<file path="src/rtl/ble_cmd_pkg.sv">
// Shared state types and constants for the BLE command responder.
package ble_cmd_pkg;

   typedef enum logic {WAIT_HI, WAIT_LO}   cmd_state_t;
   typedef enum logic {TX_IDLE, TX_SHIFT}  tx_state_t;

   localparam logic [7:0]  RESP_ACK         = 8'hA5;
   localparam int unsigned BAUD_DIV_DEFAULT = 2604;

endpackage

</file>
<file path="src/rtl/ble_byte_rx.sv">
// RX pin synchronizer and 8N1 byte receiver with mid-bit sampling.
module ble_byte_rx
   import ble_cmd_pkg::*;
#(
   parameter int unsigned BAUD_DIV = BAUD_DIV_DEFAULT
) (
   input  logic       clk,
   input  logic       rst_n,
   input  logic       RX,
   output logic [7:0] rx_data,
   output logic       rx_rdy,
   output logic       rx_ferr,
   output logic       rx_start
);

   localparam int unsigned   BW        = $clog2(BAUD_DIV);
   localparam logic [BW-1:0] HALF_LAST = BW'(BAUD_DIV / 2 - 1);
   localparam logic [BW-1:0] FULL_LAST = BW'(BAUD_DIV - 1);

   logic          rx_meta, rx_sync, rx_prev;
   logic          busy;
   logic [BW-1:0] baud_cnt;
   logic [3:0]    bit_cnt;
   logic [7:0]    shreg;

   assign rx_start = !busy && rx_prev && !rx_sync;

   always_ff @(posedge clk) begin
      if (!rst_n) begin
         rx_meta  <= 1'b1;
         rx_sync  <= 1'b1;
         rx_prev  <= 1'b1;
         busy     <= 1'b0;
         baud_cnt <= '0;
         bit_cnt  <= '0;
         shreg    <= '0;
         rx_data  <= '0;
         rx_rdy   <= 1'b0;
         rx_ferr  <= 1'b0;
      end else begin
         rx_meta <= RX;
         rx_sync <= rx_meta;
         rx_prev <= rx_sync;
         rx_rdy  <= 1'b0;
         rx_ferr <= 1'b0;
         if (rx_start) begin
            busy     <= 1'b1;
            bit_cnt  <= '0;
            // the edge happened on rx_sync one clock before detection
            baud_cnt <= BW'(1);
         end else if (busy) begin
            if (baud_cnt >= ((bit_cnt == 4'd0) ? HALF_LAST : FULL_LAST)) begin
               baud_cnt <= '0;
               bit_cnt  <= bit_cnt + 4'd1;
               if (bit_cnt == 4'd9) begin
                  busy <= 1'b0;
                  if (rx_sync) begin
                     rx_rdy  <= 1'b1;
                     rx_data <= shreg;
                  end else begin
                     rx_ferr <= 1'b1;
                  end
               end else if (bit_cnt != 4'd0) begin
                  shreg <= {rx_sync, shreg[7:1]};
               end
            end else begin
               baud_cnt <= baud_cnt + BW'(1);
            end
         end
      end
   end

endmodule

</file>
<file path="src/rtl/ble_cmd_responder.sv">
// BLE command endpoint: two-byte command assembly plus one-byte response TX.
// Optional high/low byte timeout enabled by defining CMD_TIMEOUT_EN.
module ble_cmd_responder
   import ble_cmd_pkg::*;
#(
   parameter int unsigned BAUD_DIV     = BAUD_DIV_DEFAULT,
   parameter logic [19:0] TIMEOUT_CLKS = 20'd1_000_000
) (
   input  logic        clk,
   input  logic        rst_n,
   input  logic        RX,
   output logic        TX,
   output logic [15:0] cmd,
   output logic        cmd_rdy,
   input  logic        clr_cmd_rdy,
   input  logic [7:0]  resp,
   input  logic        trmt,
   output logic        tx_done,
   output logic        frame_err
);

   localparam int unsigned   BW        = $clog2(BAUD_DIV);
   localparam logic [BW-1:0] BAUD_LAST = BW'(BAUD_DIV - 1);

   logic [7:0] rx_data;
   logic       rx_rdy, rx_ferr, rx_start;

   ble_byte_rx #(.BAUD_DIV(BAUD_DIV)) u_rx (
      .clk      (clk),
      .rst_n    (rst_n),
      .RX       (RX),
      .rx_data  (rx_data),
      .rx_rdy   (rx_rdy),
      .rx_ferr  (rx_ferr),
      .rx_start (rx_start)
   );

   cmd_state_t cmd_state;
   logic [7:0] hi_byte;
`ifdef CMD_TIMEOUT_EN
   logic [19:0] tmo_cnt;
`endif

   always_ff @(posedge clk) begin
      if (!rst_n) begin
         cmd_state <= WAIT_HI;
         hi_byte   <= '0;
         cmd       <= '0;
         cmd_rdy   <= 1'b0;
         frame_err <= 1'b0;
`ifdef CMD_TIMEOUT_EN
         tmo_cnt   <= '0;
`endif
      end else begin
         frame_err <= rx_ferr;
         // clear is applied first so a command completing this cycle overrides it
         if (clr_cmd_rdy || (rx_start && cmd_state == WAIT_HI))
            cmd_rdy <= 1'b0;
         case (cmd_state)
            WAIT_HI: begin
               if (rx_rdy) begin
                  hi_byte   <= rx_data;
                  cmd_state <= WAIT_LO;
`ifdef CMD_TIMEOUT_EN
                  tmo_cnt   <= '0;
`endif
               end
            end
            WAIT_LO: begin
               if (rx_rdy) begin
                  cmd       <= {hi_byte, rx_data};
                  cmd_rdy   <= 1'b1;
                  cmd_state <= WAIT_HI;
               end
`ifdef CMD_TIMEOUT_EN
               else if (tmo_cnt == TIMEOUT_CLKS - 20'd1) begin
                  frame_err <= 1'b1;
                  cmd_state <= WAIT_HI;
               end
               tmo_cnt <= tmo_cnt + 20'd1;
`endif
            end
            default: cmd_state <= WAIT_HI;
         endcase
      end
   end

   tx_state_t     tx_state;
   logic [8:0]    tx_shreg;
   logic [BW-1:0] tx_baud;
   logic [3:0]    tx_bit;

   always_ff @(posedge clk) begin
      if (!rst_n) begin
         tx_state <= TX_IDLE;
         TX       <= 1'b1;
         tx_done  <= 1'b0;
         tx_shreg <= '1;
         tx_baud  <= '0;
         tx_bit   <= '0;
      end else begin
         case (tx_state)
            TX_IDLE: begin
               if (trmt) begin
                  tx_shreg <= {1'b1, resp};
                  TX       <= 1'b0;
                  tx_done  <= 1'b0;
                  tx_baud  <= '0;
                  tx_bit   <= '0;
                  tx_state <= TX_SHIFT;
               end
            end
            TX_SHIFT: begin
               if (tx_baud == BAUD_LAST) begin
                  tx_baud <= '0;
                  tx_bit  <= tx_bit + 4'd1;
                  if (tx_bit == 4'd9) begin
                     TX       <= 1'b1;
                     tx_done  <= 1'b1;
                     tx_state <= TX_IDLE;
                  end else begin
                     TX       <= tx_shreg[0];
                     tx_shreg <= {1'b1, tx_shreg[8:1]};
                  end
               end else begin
                  tx_baud <= tx_baud + BW'(1);
               end
            end
            default: tx_state <= TX_IDLE;
         endcase
      end
   end

endmodule

</file>
<file path="config.mk">
export PLATFORM = sky130hd
export DESIGN_NAME = ble_cmd_responder
export DESIGN_NICKNAME = d
export VERILOG_FILES = /design/src/rtl/ble_cmd_pkg.sv /design/src/rtl/ble_byte_rx.sv /design/src/rtl/ble_cmd_responder.sv
export SDC_FILE = /design/constraint.sdc
export NUM_CORES = 1
export LEC_CHECK = 0
export BUFFER_PORTS_ARGS = -buffer_cell sky130_fd_sc_hd__buf_2
export CORE_ASPECT_RATIO = 1.25
export CORE_MARGIN = 2
export CORE_UTILIZATION = 50
export CTS_CLUSTER_SIZE = 30
export DETAILED_ROUTE_END_ITERATION = 7
export MAX_ROUTING_LAYER = met4
export PLACE_DENSITY = 0.79
export SYNTH_ARGS = -nofsm -noshare
export SYNTH_HDL_FRONTEND = slang
export SYNTH_SLANG_ARGS = --single-unit
</file>
<file path="constraint.sdc">
create_clock -name clk -period 5 [get_ports clk]
set_input_delay 1 -clock clk [delete_from_list [all_inputs] [get_ports clk]]
set_output_delay 1 -clock clk [all_outputs]
set_load 0.02 [all_outputs]
</file>
==> impl_metrics.ini <==
[run_status]
outcome = complete, no violations

[critical_path]
cp-end-kind = register
path_cells = inv_1 > ha_1 > nor3b_4 > inv_2 > ha_1 > maj3_1 > o32a_1 > a311oi_4 > or3_1 > mux2i_1
worstSetupStartpointType = register
reg2reg_from = u_rx.bit_cnt[0]$_SDFFE_PP0P_
worst-endpoint-arrival_ns = 3.60
crit_family = compound AO/OA/AOI/OAI gates
cpMaxStageDelayCell = a311oi_4
worstPathRequired_ns = 5.29
crit_path_frequent_cell = ha_1
crit_path_max_incr_delay_ns = 0.54
crit_start = u_rx.bit_cnt[0]$_SDFFE_PP0P_
cp_num_buf_inv = 2
cp_max_fo = 15
critPathKind = reg2reg

[power]
power.density_nw_per_um2 = 305
p_leak_uw = 0.00173
peakVddDrop_mv = 0.188

[sta]
worstMarginPinSlew_ns = 0.931
setup_viol = 0
finalCritPeriodShare_pct = 66.2
rsz0062_at_grt = false
drv_slew = 0
finClkSkew_ns = 0.0122
finalHoldViolations = 0
min_period_ns = 3.31
finalSetupTns_ns = 0
fmax_mhz = 302
maxSlewHeadroom_pct = 37.9

[synth]
ys_seq_area_share_pct = 46.7
ys_warn_count = 0
synth_top_family_by_area = simple AND/OR/NAND/NOR gates
ys_seq_elements = 92
async_flop_share_pct = 0
synthTopCellsByCount = dfxtp_1, nor2_1, mux2i_1, nand2_1, a21oi_1
synth_area_um2 = 3940
yosys-top-cells-area = dfxtp_1, mux2i_1, nor2_1, nand2_1, ha_1
syn-instance-count = 419
synth-compound-area-share_pct = 11.9
synth-main-ff-cell = dfxtp_1
synthXorXnorAreaFrac_pct = 2.22
synth_top_area_cell = dfxtp_1
yosysMostFrequentCell = dfxtp_1
yosysTopAreaCellShare_pct = 46.7
synthMuxAreaShare_pct = 11.9
synth_edf_count = 0
yosys.area_share.simple_pct = 19.4
ys_types = 55
syn_nets = 444
avgSynthCellArea_um2 = 9.40
synthAdderAreaFrac_pct = 4.35

[place]
finalWeightedCongestion = 0.829
placedCellCount = 527
dp_hpwl_mm = 5.22
port_buffers = 32

[clock_tree]
post-cts-setup-buffers = 0
cts_resized = 0
cts_tree = done
htreeDepth = 3
clk_pin_slew_ns = 0.09
clock_latency_ns = 0.36
clock_path_buffers = 2
cts_hold_buf = 0
cts_buffers = 9
clkSinkCount = 92
clockRootBuffer = clkbuf_8

[floorplan]
initial_core_util_pct = 51.2
core_area_um2 = 7700
dieArea_um2 = 8610
pin_count = 33
fp.dieH_um = 103
die_w_um = 83.4
rows = 36

[run]
maxCapViolCount = 0

[detailed_routing]
wl_per_cell_um = 13.7
vias_per_cell = 5.51
antenna_left = 0
vias = 2991
drt_first_pass_iters = 4
wl_mm = 7.44
drtIter0Drc = 199
drc = 0

[finish]
syn_to_final_growth_pct = 10.3
antennaDiodeCount = 0
final_nets = 468
fill_cells = 682
stdcell_count = 543
drive_gt1_share_pct = 14.1

[worst_hold_path]
hold_start = u_rx.rx_meta$_SDFF_PN1_
hp-class = reg2reg

[grt]
grt_pass1_wl_mm = 12.7
grt_usage_pct = 18.6
overflow = 0
antenna_found_initial = 0
grt_max_degree = 46
grt_pass1_vias = 2856
[cell families after synthesis]
| family | after synthesis |
|---|---|
| and+or+nand+nor | 153 |
| DFF | 92 |
| AOI/OAI and AO/OA | 70 |
| muxes | 47 |
| buffers and inverters | 33 |
| adders and majority gates | 14 |
| xor gates and xnor gates | 10 |
[metrics by stage]
step	area [um^2]	setup slack [ns]	util, %	power (uW)	hold slack [ns]
finish	4350	1.69	56.4	1330	0.413
global placement	4140	1.89	53.7	826	0.388
global route	4350	1.47	56.4	1380	0.426
detailed placement	4140	1.72	53.7	828	0.404
CTS	4350	1.69	56.4	1340	0.422
floorplan	3940	2.39	-	812	0.386
[layer usage]
layer	GRT usage, %	routed length, um
met3	4.76	298
met2	30.9	3560
met5	-	0
met1	21.9	3460
met4	7.19	123
[path summary, 6_finish.rpt]
kind	cells past startpoint	end	slack, ns
worst max register to register	10	u_rx.rx_data[1]$_SDFFE_PN0P_	1.69
worst max-delay path	10	u_rx.rx_data[1]$_SDFFE_PN0P_	1.69
worst min register to register	1	u_rx.rx_sync$_SDFF_PN1_	0.41
worst min-delay path	1	u_rx.rx_sync$_SDFF_PN1_	0.41
[cell type report]
type                            count  area, um^2  share of cell area (%)
Tap cell                           95         119                    2.73
Timing Repair Buffer               33         168                    3.86
Multi-Input combinational cell    294        1960                    45.1
Sequential cell                    92        1840                    42.4
Inverter                           13        48.8                    1.12
Clock inverter                      5        57.6                    1.32
Clock buffer                       11         151                    3.48
[where the power goes]
part / switching (uW) / internal, uW
registers: 11.6 / 742
clock network: 256 / 259
logic: 35.1 / 21.2
total: 302 / 1020
[cells in the final DEF, fill, tap and decap left out, drive strengths merged, types with 3 or more instances in the layout]
| cell type | netlist | layout |
|---|---|---|
| nand4 | 3 | 3 |
| a311oi | 5 | 5 |
| inv | 12 | 13 |
| nand2b | 4 | 4 |
| nor3b | 7 | 7 |
| and2 | 4 | 4 |
| a21oi | 20 | 20 |
| clkbuf | 14 | 11 |
| nand2 | 42 | 42 |
| o211ai | 9 | 9 |
| nand3 | 10 | 10 |
| mux2i | 47 | 47 |
| buf | 6 | 33 |
| ha | 12 | 12 |
| or3 | 5 | 5 |
| nor2 | 52 | 52 |
| dfxtp | 92 | 92 |
| and3 | 10 | 10 |
| clkinv | 1 | 4 |
| o21ai | 22 | 22 |
| nor2b | 4 | 4 |
| xor2 | 8 | 8 |
[state kept, by name, indices dropped and copies added, names as in the netlist, 4 cells and up]
name / count
tx_shreg: 8
cmd: 16
u_rx.rx_data: 8
tx_bit: 4
u_rx.shreg: 8
u_rx.bit_cnt: 4
hi_byte: 8
tx_baud: 12
u_rx.baud_cnt: 12
No activity file was read; power rests on OpenSTA's default activity.
